--- src/rtl/fft_ctrl_pkg.sv ---
// Shared types, default widths and the transform-length legality check for the FFT frame controller.
package fft_ctrl_pkg;

    localparam int DATA_W_DEF  = 18;
    localparam int PTS_W_DEF   = 11;
    localparam int MIN_PTS_DEF = 64;
    localparam int MAX_PTS_DEF = 1024;

    typedef enum logic [2:0] {
        IDLE   = 3'd0,
        LOAD   = 3'd1,
        STREAM = 3'd2,
        DRAIN  = 3'd3,
        ERR    = 3'd4
    } state_t;

    // Legal lengths are powers of two inside [min_pts, max_pts].
    function automatic logic pts_legal(input int unsigned pts,
                                       input int unsigned min_pts,
                                       input int unsigned max_pts);
        return (pts != 0) && ((pts & (pts - 1)) == 0) &&
               (pts >= min_pts) && (pts <= max_pts);
    endfunction

endpackage

--- src/rtl/fft_beat_counter.sv ---
// Beat counter with synchronous clear (priority over increment) and zero/last-beat compares.
// Compares are combinational on the registered count; no flow control of its own.
module fft_beat_counter #(
    parameter int W = 11
) (
    input  logic         clk,
    input  logic         reset_n,
    input  logic         clr,
    input  logic         inc,
    input  logic [W-1:0] last,
    output logic [W-1:0] cnt,
    output logic         is_zero,
    output logic         is_last
);

    always_ff @(posedge clk or negedge reset_n) begin
        if (!reset_n) begin
            cnt <= '0;
        end else if (clr) begin
            cnt <= '0;
        end else if (inc) begin
            cnt <= cnt + W'(1);
        end
    end

    assign is_zero = (cnt == '0);
    assign is_last = (cnt == last);

endmodule

--- src/rtl/fft_frame_ctrl.sv ---
// Frames a sample stream into an FFT core and checks the core's output framing; zero-latency data path.
// Input backpressure passes straight through from sink_ready, output backpressure from out_ready.
module fft_frame_ctrl
    import fft_ctrl_pkg::*;
#(
    parameter int DATA_W  = DATA_W_DEF,
    parameter int PTS_W   = PTS_W_DEF,
    parameter int MIN_PTS = MIN_PTS_DEF,
    parameter int MAX_PTS = MAX_PTS_DEF
) (
    input  logic              clk,
    input  logic              reset_n,
    input  logic              cfg_start,
    input  logic [PTS_W-1:0]  cfg_pts,
    input  logic              cfg_inverse,
    input  logic              abort,
    input  logic              err_clear,
    input  logic              in_valid,
    output logic              in_ready,
    input  logic [DATA_W-1:0] in_real,
    input  logic [DATA_W-1:0] in_imag,
    output logic              sink_valid,
    input  logic              sink_ready,
    output logic              sink_sop,
    output logic              sink_eop,
    output logic [DATA_W-1:0] sink_real,
    output logic [DATA_W-1:0] sink_imag,
    output logic [1:0]        sink_error,
    output logic [PTS_W-1:0]  fftpts_in,
    output logic              inverse,
    input  logic              source_valid,
    input  logic              source_sop,
    input  logic              source_eop,
    input  logic [1:0]        source_error,
    output logic              source_ready,
    input  logic              out_ready,
    output logic              busy,
    output logic              done,
    output logic              err,
    output logic [15:0]       frame_cnt
);

    state_t             state;
    logic               in_fire, src_fire, src_bad, active;
    logic               in_clr, out_clr;
    logic               in_zero, in_last, out_zero, out_last;
    logic [PTS_W-1:0]   pts_last, in_cnt, out_cnt;

    assign active       = (state == STREAM) || (state == DRAIN);
    assign sink_valid   = (state == STREAM) && in_valid;
    assign in_ready     = (state == STREAM) && sink_ready;
    assign source_ready = active && out_ready;
    assign sink_real    = in_real;
    assign sink_imag    = in_imag;
    assign sink_error   = 2'b00;
    assign sink_sop     = sink_valid && in_zero;
    assign sink_eop     = sink_valid && in_last;
    assign busy         = (state == LOAD) || active;
    assign err          = (state == ERR);

    assign in_fire  = sink_valid && sink_ready;
    assign src_fire = source_valid && source_ready;
    assign pts_last = fftpts_in - PTS_W'(1);

    // Any error code or a sop/eop landing on the wrong beat is a framing fault.
    assign src_bad = (source_error != 2'b00) ||
                     (source_sop && !out_zero) ||
                     (source_eop && !out_last);

    assign in_clr  = (state != STREAM) || abort || (in_fire && in_last);
    assign out_clr = !active || abort;

    fft_beat_counter #(.W(PTS_W)) u_in_cnt (
        .clk     (clk),
        .reset_n (reset_n),
        .clr     (in_clr),
        .inc     (in_fire),
        .last    (pts_last),
        .cnt     (in_cnt),
        .is_zero (in_zero),
        .is_last (in_last)
    );

    fft_beat_counter #(.W(PTS_W)) u_out_cnt (
        .clk     (clk),
        .reset_n (reset_n),
        .clr     (out_clr),
        .inc     (src_fire),
        .last    (pts_last),
        .cnt     (out_cnt),
        .is_zero (out_zero),
        .is_last (out_last)
    );

    always_ff @(posedge clk or negedge reset_n) begin
        if (!reset_n) begin
            state     <= IDLE;
            fftpts_in <= PTS_W'(MAX_PTS);
            inverse   <= 1'b0;
            done      <= 1'b0;
            frame_cnt <= 16'd0;
        end else begin
            done <= 1'b0;
            case (state)
                IDLE: begin
                    if (cfg_start) begin
                        if (pts_legal(32'(cfg_pts), MIN_PTS, MAX_PTS)) begin
                            state     <= LOAD;
                            fftpts_in <= cfg_pts;
                            inverse   <= cfg_inverse;
                        end else begin
                            state <= ERR;
                        end
                    end
                end
                LOAD: begin
                    state <= abort ? IDLE : STREAM;
                end
                STREAM: begin
                    if (abort) begin
                        state <= IDLE;
                    end else if (src_fire && src_bad) begin
                        state <= ERR;
                    end else if (in_fire && in_last) begin
                        state <= DRAIN;
                    end
                end
                DRAIN: begin
                    if (abort) begin
                        state <= IDLE;
                    end else if (src_fire && src_bad) begin
                        state <= ERR;
                    end else if (src_fire && source_eop) begin
                        state     <= IDLE;
                        done      <= 1'b1;
                        frame_cnt <= frame_cnt + 16'd1;
                    end
                end
                ERR: begin
                    if (err_clear) begin
                        state <= IDLE;
                    end
                end
                default: state <= IDLE;
            endcase
        end
    end

    logic unused_ok;
    assign unused_ok = ^{in_cnt, out_cnt};

endmodule

--- config.mk ---
export PLATFORM = sky130hd
export DESIGN_NAME = fft_frame_ctrl
export DESIGN_NICKNAME = d
export VERILOG_FILES = /design/src/rtl/fft_ctrl_pkg.sv /design/src/rtl/fft_beat_counter.sv /design/src/rtl/fft_frame_ctrl.sv
export SDC_FILE = /design/constraint.sdc
export NUM_CORES = 1
export LEC_CHECK = 0
export BUFFER_PORTS_ARGS = -buffer_cell sky130_fd_sc_hd__buf_2
export CORE_MARGIN = 10
export CORE_UTILIZATION = 25
export DETAILED_ROUTE_END_ITERATION = 16
export PLACE_DENSITY_LB_ADDON = 0.3
export SLEW_MARGIN = 10
export SYNTH_ARGS = -nofsm -noshare
export SYNTH_HDL_FRONTEND = slang
export SYNTH_SLANG_ARGS = --single-unit
--- constraint.sdc ---
create_clock -name clk -period 3 [get_ports clk]
set_input_delay 0.6 -clock clk [delete_from_list [all_inputs] [get_ports clk]]
set_output_delay 0.6 -clock clk [all_outputs]
set_load 0.05 [all_outputs]
==> summary.md, run 1 <==
| Metric | Value |
|---|---|
| CP Max Fanout | `6` |
| Buf/Inv on CP | `2` |
| Antenna violations before repair | `0` |
| Clock buffer count from CTS | `5` |
| Avg WL per Cell | `15.5 µm` |
| CTS max path bufs | `2` |
| N_diodes | `0` |
| EDFF count, synth | `0` |
| Synth area leaders | `dfrtp_1, buf_4, xor2_1, xnor2_1, nor2_1` |
| Die Ht | `144 µm` |
| YS warnings | `0` |
| CP peak stage delay | `around 480 ps` |
| Yosys cell types | `65` |
| Slowest CP cell | `dfrtp_2` |
| Grt total ovfl | `0` |
| Core box area | `0.0151 mm²` |
| Arr. time, crit path | `2410 ps` |
| DR vias | `3268` |
| CTS tree | `done` |
| Detailed placer's ending HPWL | `8.11 mm` |
| RSZ-0062 raised after global routing | `true` |
| Clk_lat worst skew | `300 ps` |
| FF/Latch Area | `0.00136 mm²` |
| Final cycle utilization of the critical path | `100%` |
| CTS hold repair buffers | `0` |
| Initial Util | `25.3%` |
| Final setup skew | `4.20 ps` |
| First-pass GRT wire length | `17.2 mm` |
| Post-synthesis cell area | `0.00382 mm²` |
| Fin Setup TNS | `-5.08 ps` |
| Reg-to-reg startpoint | `fftpts_in[2]$_DFFE_PN0P_` |
| Post-route ant nets | `0` |
| Yosys top cell area share | `a little over a third` |
| Largest net degree at the start of global routing | `29` |
| Power, Total | `0.00148 W` |
| Number of global-route vias before repair | `3358` |
| Worst path required time | `2400 ps` |
| Max-slew headroom | `49.7%` |
| Crit path time final | `about 3000 ps` |
| Least-Margin Pin Slew | `755 ps` |
| Final Hold Viols | `0` |
| Failing checks | `setup timing` |
| Routed WL | `roughly 11 mm` |
| FMAX | `between 300 and 400 MHz` |
| CTS Root Cell | `clkbuf_16` |
| Critical Path End Type | `primary output` |
| Maximum VDD drop | `around 0.21 mV` |
| Top-level I/O count | `135` |
| Reg clk slew, reported paths | `80 ps` |
| Worst hold path class | `input port to asynchronous set/reset pin` |
| Max-cap viol count | `0` |
| Setup Viol. Count Final | `1` |
| Full die area | `0.0206 mm²` |
| Area leader, netlist | `dfrtp_1` |
| Met3 Use GR | `2.28%` |
| Met2 Track Usage GR | `between 10% and 20%` |
| H-Tree Depth | `2` |
| Most used routing layer | `met2` |
| Pwr dens | `313 mW/mm²` |
| Finished layout cell area | `0.00474 mm²` |
| Die Wd | `~140 µm` |
| Drt drc | `0` |
| Syn Area/Cell | `~9.0 µm²` |
| Seq/Total Area, Yosys | `35.4%` |
| Crit path from | `fftpts_in[2]$_DFFE_PN0P_` |
| CP Cell Sequence | `or3_1 -> o31a_1 -> a2111oi_4 -> nand4_1 -> buf_4 -> nor4_4 -> buf_6` |
| Area Growth Syn to Fin | `24.1%` |
| Flops & latches, synth | `54` |
| Met1 usage | `12.7%` |
| GP Congestion | `0.852` |
| Startpoint Class | `flip-flop` |
| Cell count after synthesis | `426` |
| Commonest cells in the netlist | `dfrtp_1, buf_4, nor2_1` |
| PnR worst setup slack | `-5.08 ps` |
| Multi-input gate area | `0.00219 mm²` |
| Buffers on Ports | `60` |
| FILL cells | `around 1600` |
| Count leader, synth | `dfrtp_1` |
| Via density | `4.81` |
| Layout cell share with drive strength beyond 1 | `34.6%` |
| Critical path class | `flip-flop to primary output` |
| First-pass detailed-route iteration total | `4` |
| Final slew viol count | `0` |
| Status | `complete, but fails checks` |
| Leakage | `2.20 nW` |
| Synth async-reset ratio | `100%` |
| Area post-placement | `~0.0043 mm²` |
| DRT iter0 DRCs | `195` |
| Layout net count | `557` |
| CP delay by family, top | `simple AND/OR/NAND/NOR gates` |
| Total Routing Usage GR | `10.2%` |
| Num rows | `45` |
| CTS Sinks | `54` |
| Synth Flop Type | `dfrtp_1` |
## metrics by stage
stage / instances / hold WS [ps] / util, % / worst slack, ps
floorplan: 427 / 304 / - / -334
detailed placement: 659 / 461 / 28.7 / -30.8
CTS: 677 / 379 / 30.7 / -18.1
finish: 679 / 358 / 31.4 / -5.08
global route: 679 / 400 / 31.4 / -170
global placement: 659 / 455 / 28.7 / -32.9
## cell families (layout without fill, tap and decap cells)
logic type | count (synthesis) | count (layout) | share of synthesized area (%)
buffers and inverters | 77 | 141 | 11.8
muxes | 6 | 6 | 1.77
and+or+nand+nor | 167 | 167 | 24.7
AOI/OAI and AO/OA | 60 | 60 | 11.3
adders and majority gates | 6 | 6 | 1.96
xor gates and xnor gates | 55 | 55 | 13.0
DFF | 54 | 54 | 35.4
other | 1 | 2 | 0.0981
## cell usage in the layout, fill, tap and decap left out, drive strengths merged, types with 12 or more instances in the layout
cell and instances:
buf 112, nor2 35, xor2 30, nand3 14
nor3 13, nor4 15, xnor2 24, inv 22
nand2 29, a21oi 12, nand4 13, dfrtp 53
## routing by layer
layer | wire, µm | up-vias
met4 | 85 | 0
met3 | 460 | 6
met5 | 0 | -
met1 | 4760 | 1613
met2 | 5220 | 66
li1 | - | 1583
## where the power goes
group	leakage, nW	total (W)	switching [W]	internal [W]
clock	0.0704	0.000605	0.000290	0.000315
combinational	1.40	0.000138	0.0000853	0.0000523
sequential	0.727	0.000741	0.00000803	0.000733
total	2.20	0.00148	0.000383	0.00110
## what timing repair did
| action | 4_1_cts | 5_1_grt |
|---|---|---|
| setup buffers | 11 | 2 |
| gates resized for setup | 21 | 18 |
| setup endpoints to repair | 1 | 11 |
| pin swaps | 12 | 5 |
| hold endpoints to repair | 0 | 0 |
## layout make-up
cell class | instances | share of cell area [%]
flip-flops and latches | 54 | 28.7
multi-input cells | 296 | 46.3
clock buffers | 5 | 2.64
repair buffers | 112 | 15.3
inverters | 21 | 1.66
clock inverters | 3 | 0.527
well taps | 188 | 4.96
## flip-flops by register name (all words and copies together) (netlist names)
register       flops
frame_cnt         16
fftpts_in         11
u_in_cnt.cnt      11
u_out_cnt.cnt     11
state              3
done               1
inverse            1
## worst paths after layout
path	to	slack, ps	cells past startpoint
setup / recovery	sink_eop	-5	7
hold / removal	frame_cnt[11]$_DFFE_PN0P_	360	1
setup reg to reg	frame_cnt[13]$_DFFE_PN0P_	140	9
hold reg to reg	frame_cnt[15]$_DFFE_PN0P_	470	1
max in group asynchronous	fftpts_in[4]$_DFFE_PN0P_	2030	2
min in group clk	frame_cnt[15]$_DFFE_PN0P_	470	1
Note: power is estimated with default switching activity, not from simulation.
==> inputs of run 2 (changes only) <==
--- a/config.mk
+++ b/config.mk
@@ -5,6 +5,7 @@
 export SDC_FILE = /design/constraint.sdc
 export NUM_CORES = 1
 export LEC_CHECK = 0
+export ABC_AREA = 1
 export BUFFER_PORTS_ARGS = -buffer_cell sky130_fd_sc_hd__buf_2
 export CORE_MARGIN = 10
 export CORE_UTILIZATION = 25
==> summary.md, run 2 <==
| Metric | Value |
|---|---|
| Status | `completed` |
| Worst path most repeated cell | `nand2_1` |
| FMAX | `362 MHz (+8.6%)` |
| Clock share of power | `40.8% (about the same)` |
| Top reg by flops | `frame_cnt` |
| Critical path class | `flip-flop to primary output` |
| Core box area | `0.0152 mm² (+0.75%)` |
| Slowest CP cell | `dfrtp_1` |
| Reg-to-reg startpoint | `fftpts_in[0]$_DFFE_PN0P_` |
| Startpoint Class | `flip-flop` |
| Num rows | `45 (unchanged)` |
| Avg WL per Cell | `13.8 µm (-11%)` |
| Maximum VDD drop | `0.186 mV (-12%)` |
| Crit path time final | `2770 ps (-239 ps)` |
| RSZ-0062 raised after global routing | `false` |
| Clock buffer count from CTS | `5 (unchanged)` |
| Dpl cells | `769 (+17%)` |
| CP Max Fanout | `8 (+2)` |
| Post-synthesis cell area | `0.00388 mm² (+1.6%)` |
| Worst hold path class | `input port to asynchronous set/reset pin` |
| Post-route ant nets | `0 (unchanged)` |
| Flops & latches, synth | `54 (unchanged)` |
| Top-level I/O count | `135 (unchanged)` |
| Synth Flop Type | `dfrtp_1` |
| Area Growth Syn to Fin | `11.8%` |
| Initial Util | `25.6% (+0.22 points)` |
| Final cycle utilization of the critical path | `92.2% (-8.0 points)` |
| Commonest non-fill, non-tap cell in the layout | `nand2_1` |
| Worst path required time | `2400 ps (about the same)` |
| Reg clk slew, reported paths | `80 ps (about the same)` |
| Syn Area/Cell | `6.96 µm² (-22%)` |
| CTS Sinks | `54 (unchanged)` |
| Sw Share | `28.4% (+2.6 points)` |
| Layout net count | `655 (+18%)` |
| CTS tree | `done` |
| DR vias | `3588 (+9.8%)` |
| Full die area | `0.0209 mm² (+1.4%)` |
| GP Congestion | `0.869 (+1.9%)` |
| Leakage | `2.24 nW (+1.6%)` |
| Max-slew headroom | `56.8% (+7.1 points)` |
| Via density | `4.62 (-4.1%)` |
| Synth async-reset ratio | `100% (unchanged)` |
| Synth area leaders | `dfrtp_1, nand2_1, nand3_1, buf_4, inv_1` |
| Yosys top cell area share | `34.1% (-0.56 points)` |
| PnR worst setup slack | `234 ps (+239 ps)` |
| Crit path from | `fftpts_in[0]$_DFFE_PN0P_` |
| CP peak stage delay | `390 ps (-90 ps)` |
| First-pass detailed-route iteration total | `5 (+1)` |
| Yosys cell types | `34 (-48%)` |
| Pre-CTS WS | `246 ps (+276 ps)` |
| Drt drc | `0 (unchanged)` |
| Layout cell share with drive strength beyond 1 | `17.5% (-17 points)` |
| FILL cells | `1711 (+6.6%)` |
| Seq pwr share | `47.9% (-2.1 points)` |
| EDFF count, synth | `0 (unchanged)` |
| Count leader, synth | `nand2_1` |
| Routed WL | `10.7 mm (+1.7%)` |
| Max-cap viol count | `0 (unchanged)` |
| CP Cell Sequence | `inv_2 -> ha_4 -> nand2_1 -> nor2_2 -> nand2_1 -> nand2_1 -> nand3_1 -> nand2_1 -> nand3_1 -> nor2_1 -> nand2_1 -> nor2_2 -> buf_4` |
| Number of flip-flops in the largest register | `16 (unchanged)` |
| Largest net degree at the start of global routing | `29 (unchanged)` |
| Fin cells | `777 (+14%)` |
| NetSw | `0.000448 W (+17%)` |
| Clk_lat worst skew | `310 ps (about the same)` |
| Comb pwr share | `11.3% (+2.0 points)` |
| Final slew viol count | `0 (unchanged)` |
| Final setup skew | `12.3 ps (+8.13 ps)` |
| N_diodes | `0 (unchanged)` |
| First-pass GRT wire length | `18.0 mm (+4.5%)` |
| Cell count after synthesis | `558 (+31%)` |
| CTS hold repair buffers | `0 (unchanged)` |
| Grt total ovfl | `0 (unchanged)` |
| Setup Viol. Count Final | `0 (-1)` |
| Final Hold Viols | `0 (unchanged)` |
| Hold WS | `310 ps (-47.9 ps)` |
| Seq/Total Area, Yosys | `34.8% (-0.57 points)` |
| Least-Margin Pin Slew | `648 ps (-107 ps)` |
| Pwr dens | `363 mW/mm² (+16%)` |
| Arr. time, crit path | `2170 ps (-240 ps)` |
| Power, Total | `0.00158 W (+6.2%)` |
| Area leader, netlist | `dfrtp_1` |
| Antenna violations before repair | `0 (unchanged)` |
| Number of global-route vias before repair | `3557 (+5.9%)` |
| Final core utilization | `28.6% (-2.9 points)` |
| H-Tree Depth | `2 (unchanged)` |
| DRT iter0 DRCs | `214 (+9.7%)` |
| Critical Path End Type | `primary output` |
| Total Routing Usage GR | `10.6% (+0.46 points)` |
| CTS max path bufs | `2 (unchanged)` |
| Die Ht | `145 µm (+0.70%)` |
| Detailed placer's ending HPWL | `8.64 mm (+6.5%)` |
| YS warnings | `0 (unchanged)` |
| P_int | `0.00113 W (+2.5%)` |
| Commonest cells in the netlist | `nand2_1, inv_1, nand3_1` |
| Die Wd | `145 µm (+0.70%)` |
| Buffers on Ports | `60 (unchanged)` |
| # Post-CTS Setup Buffers | `0 (-11)` |
| Commonest non-fill, non-tap cells in the layout | `nand2_1, inv_1, nand3_1` |
| CTS Root Cell | `clkbuf_16` |
-- run 2: changes by cell type after synthesis, moves of 7 or more --
cell / change
nand4_1: +10
xor2_1: -14
inv_1: +53
nand2_1: +113
nand3_1: +52
and2_1: -8
xnor2_1: -19
or4_1: -7
nor2_1: +18
or3_1: -7
-- run 2: worst paths after layout --
path                                             endpoint  slack [ps]  cells past startpoint
worst max-delay path                             sink_eop         230                     13
worst min-delay path            frame_cnt[14]$_DFFE_PN0P_         310                      1
worst max register to register   frame_cnt[5]$_DFFE_PN0P_         600                     17
worst min register to register        inverse$_DFFE_PN0P_         490                      2
max in group asynchronous       fftpts_in[10]$_DFFE_PN1P_        1960                      2
min in group clk                      inverse$_DFFE_PN0P_         490                      2
-- run 2: power groups by stage --
stage               clock network [W]  registers, W  logic (W)
floorplan                           0      0.000773   0.000241
global placement                    0      0.000769   0.000180
finish                       0.000643      0.000754   0.000178
global route                 0.000686      0.000756   0.000205
detailed placement                  0      0.000769   0.000180
CTS                          0.000658      0.000755   0.000182
-- run 2: critical path, delay by kind of cell, from the launching register on --
family | cells | cell delay, ps
fa+ha+maj | 1 | 200
buf+inv | 2 | 340
flops | 1 | 390
simple gates | 10 | 930
-- run 2: through the flow --
step | cell area [µm²] | setup TNS [ps]
floorplan | 3900 | -9.40
global placement | 4160 | 0
detailed placement | 4160 | 0
CTS | 4320 | 0
global route | 4340 | 0
finish | 4340 | 0
-- run 2: routing by layer --
metal  vias up  wire length [µm]  GRT usage [%]
li1       1807                 -              -
met4         0               139           2.93
met2       114              4620           16.0
met5         -                 0              0
met1      1652              5180           14.4
met3        15               778           3.10
-- run 2: timing repair --
item	in CTS	in global routing
endpoints found under the setup margin	1	1
gates resized for setup	2	7
pin swaps	0	0
-- run 2: layout make-up --
| type | count | area (µm²) | area share (%) |
|---|---|---|---|
| multi-input cells | 381 | 1940 | 44.8 |
| flip-flops and latches | 54 | 1360 | 31.2 |
| repair buffers | 66 | 348 | 8.01 |
| inverters | 80 | 303 | 6.97 |
| well taps | 188 | 235 | 5.42 |
| clock buffers | 6 | 139 | 3.20 |
| clock inverters | 2 | 17.5 | 0.403 |
-- run 2: cells by family (layout without fill, tap and decap cells) --
| family | Yosys count | after routing | share of synthesized area (%) |
|---|---|---|---|
| and+or+nand+nor | 320 | 320 | 36.9 |
| buffers and inverters | 124 | 154 | 16.0 |
| DFF | 54 | 54 | 34.8 |
| AOI/OAI and AO/OA | 30 | 30 | 4.32 |
| xor gates and xnor gates | 23 | 23 | 5.89 |
| adders and majority gates | 6 | 6 | 1.93 |
| other | 1 | 2 | 0.0965 |
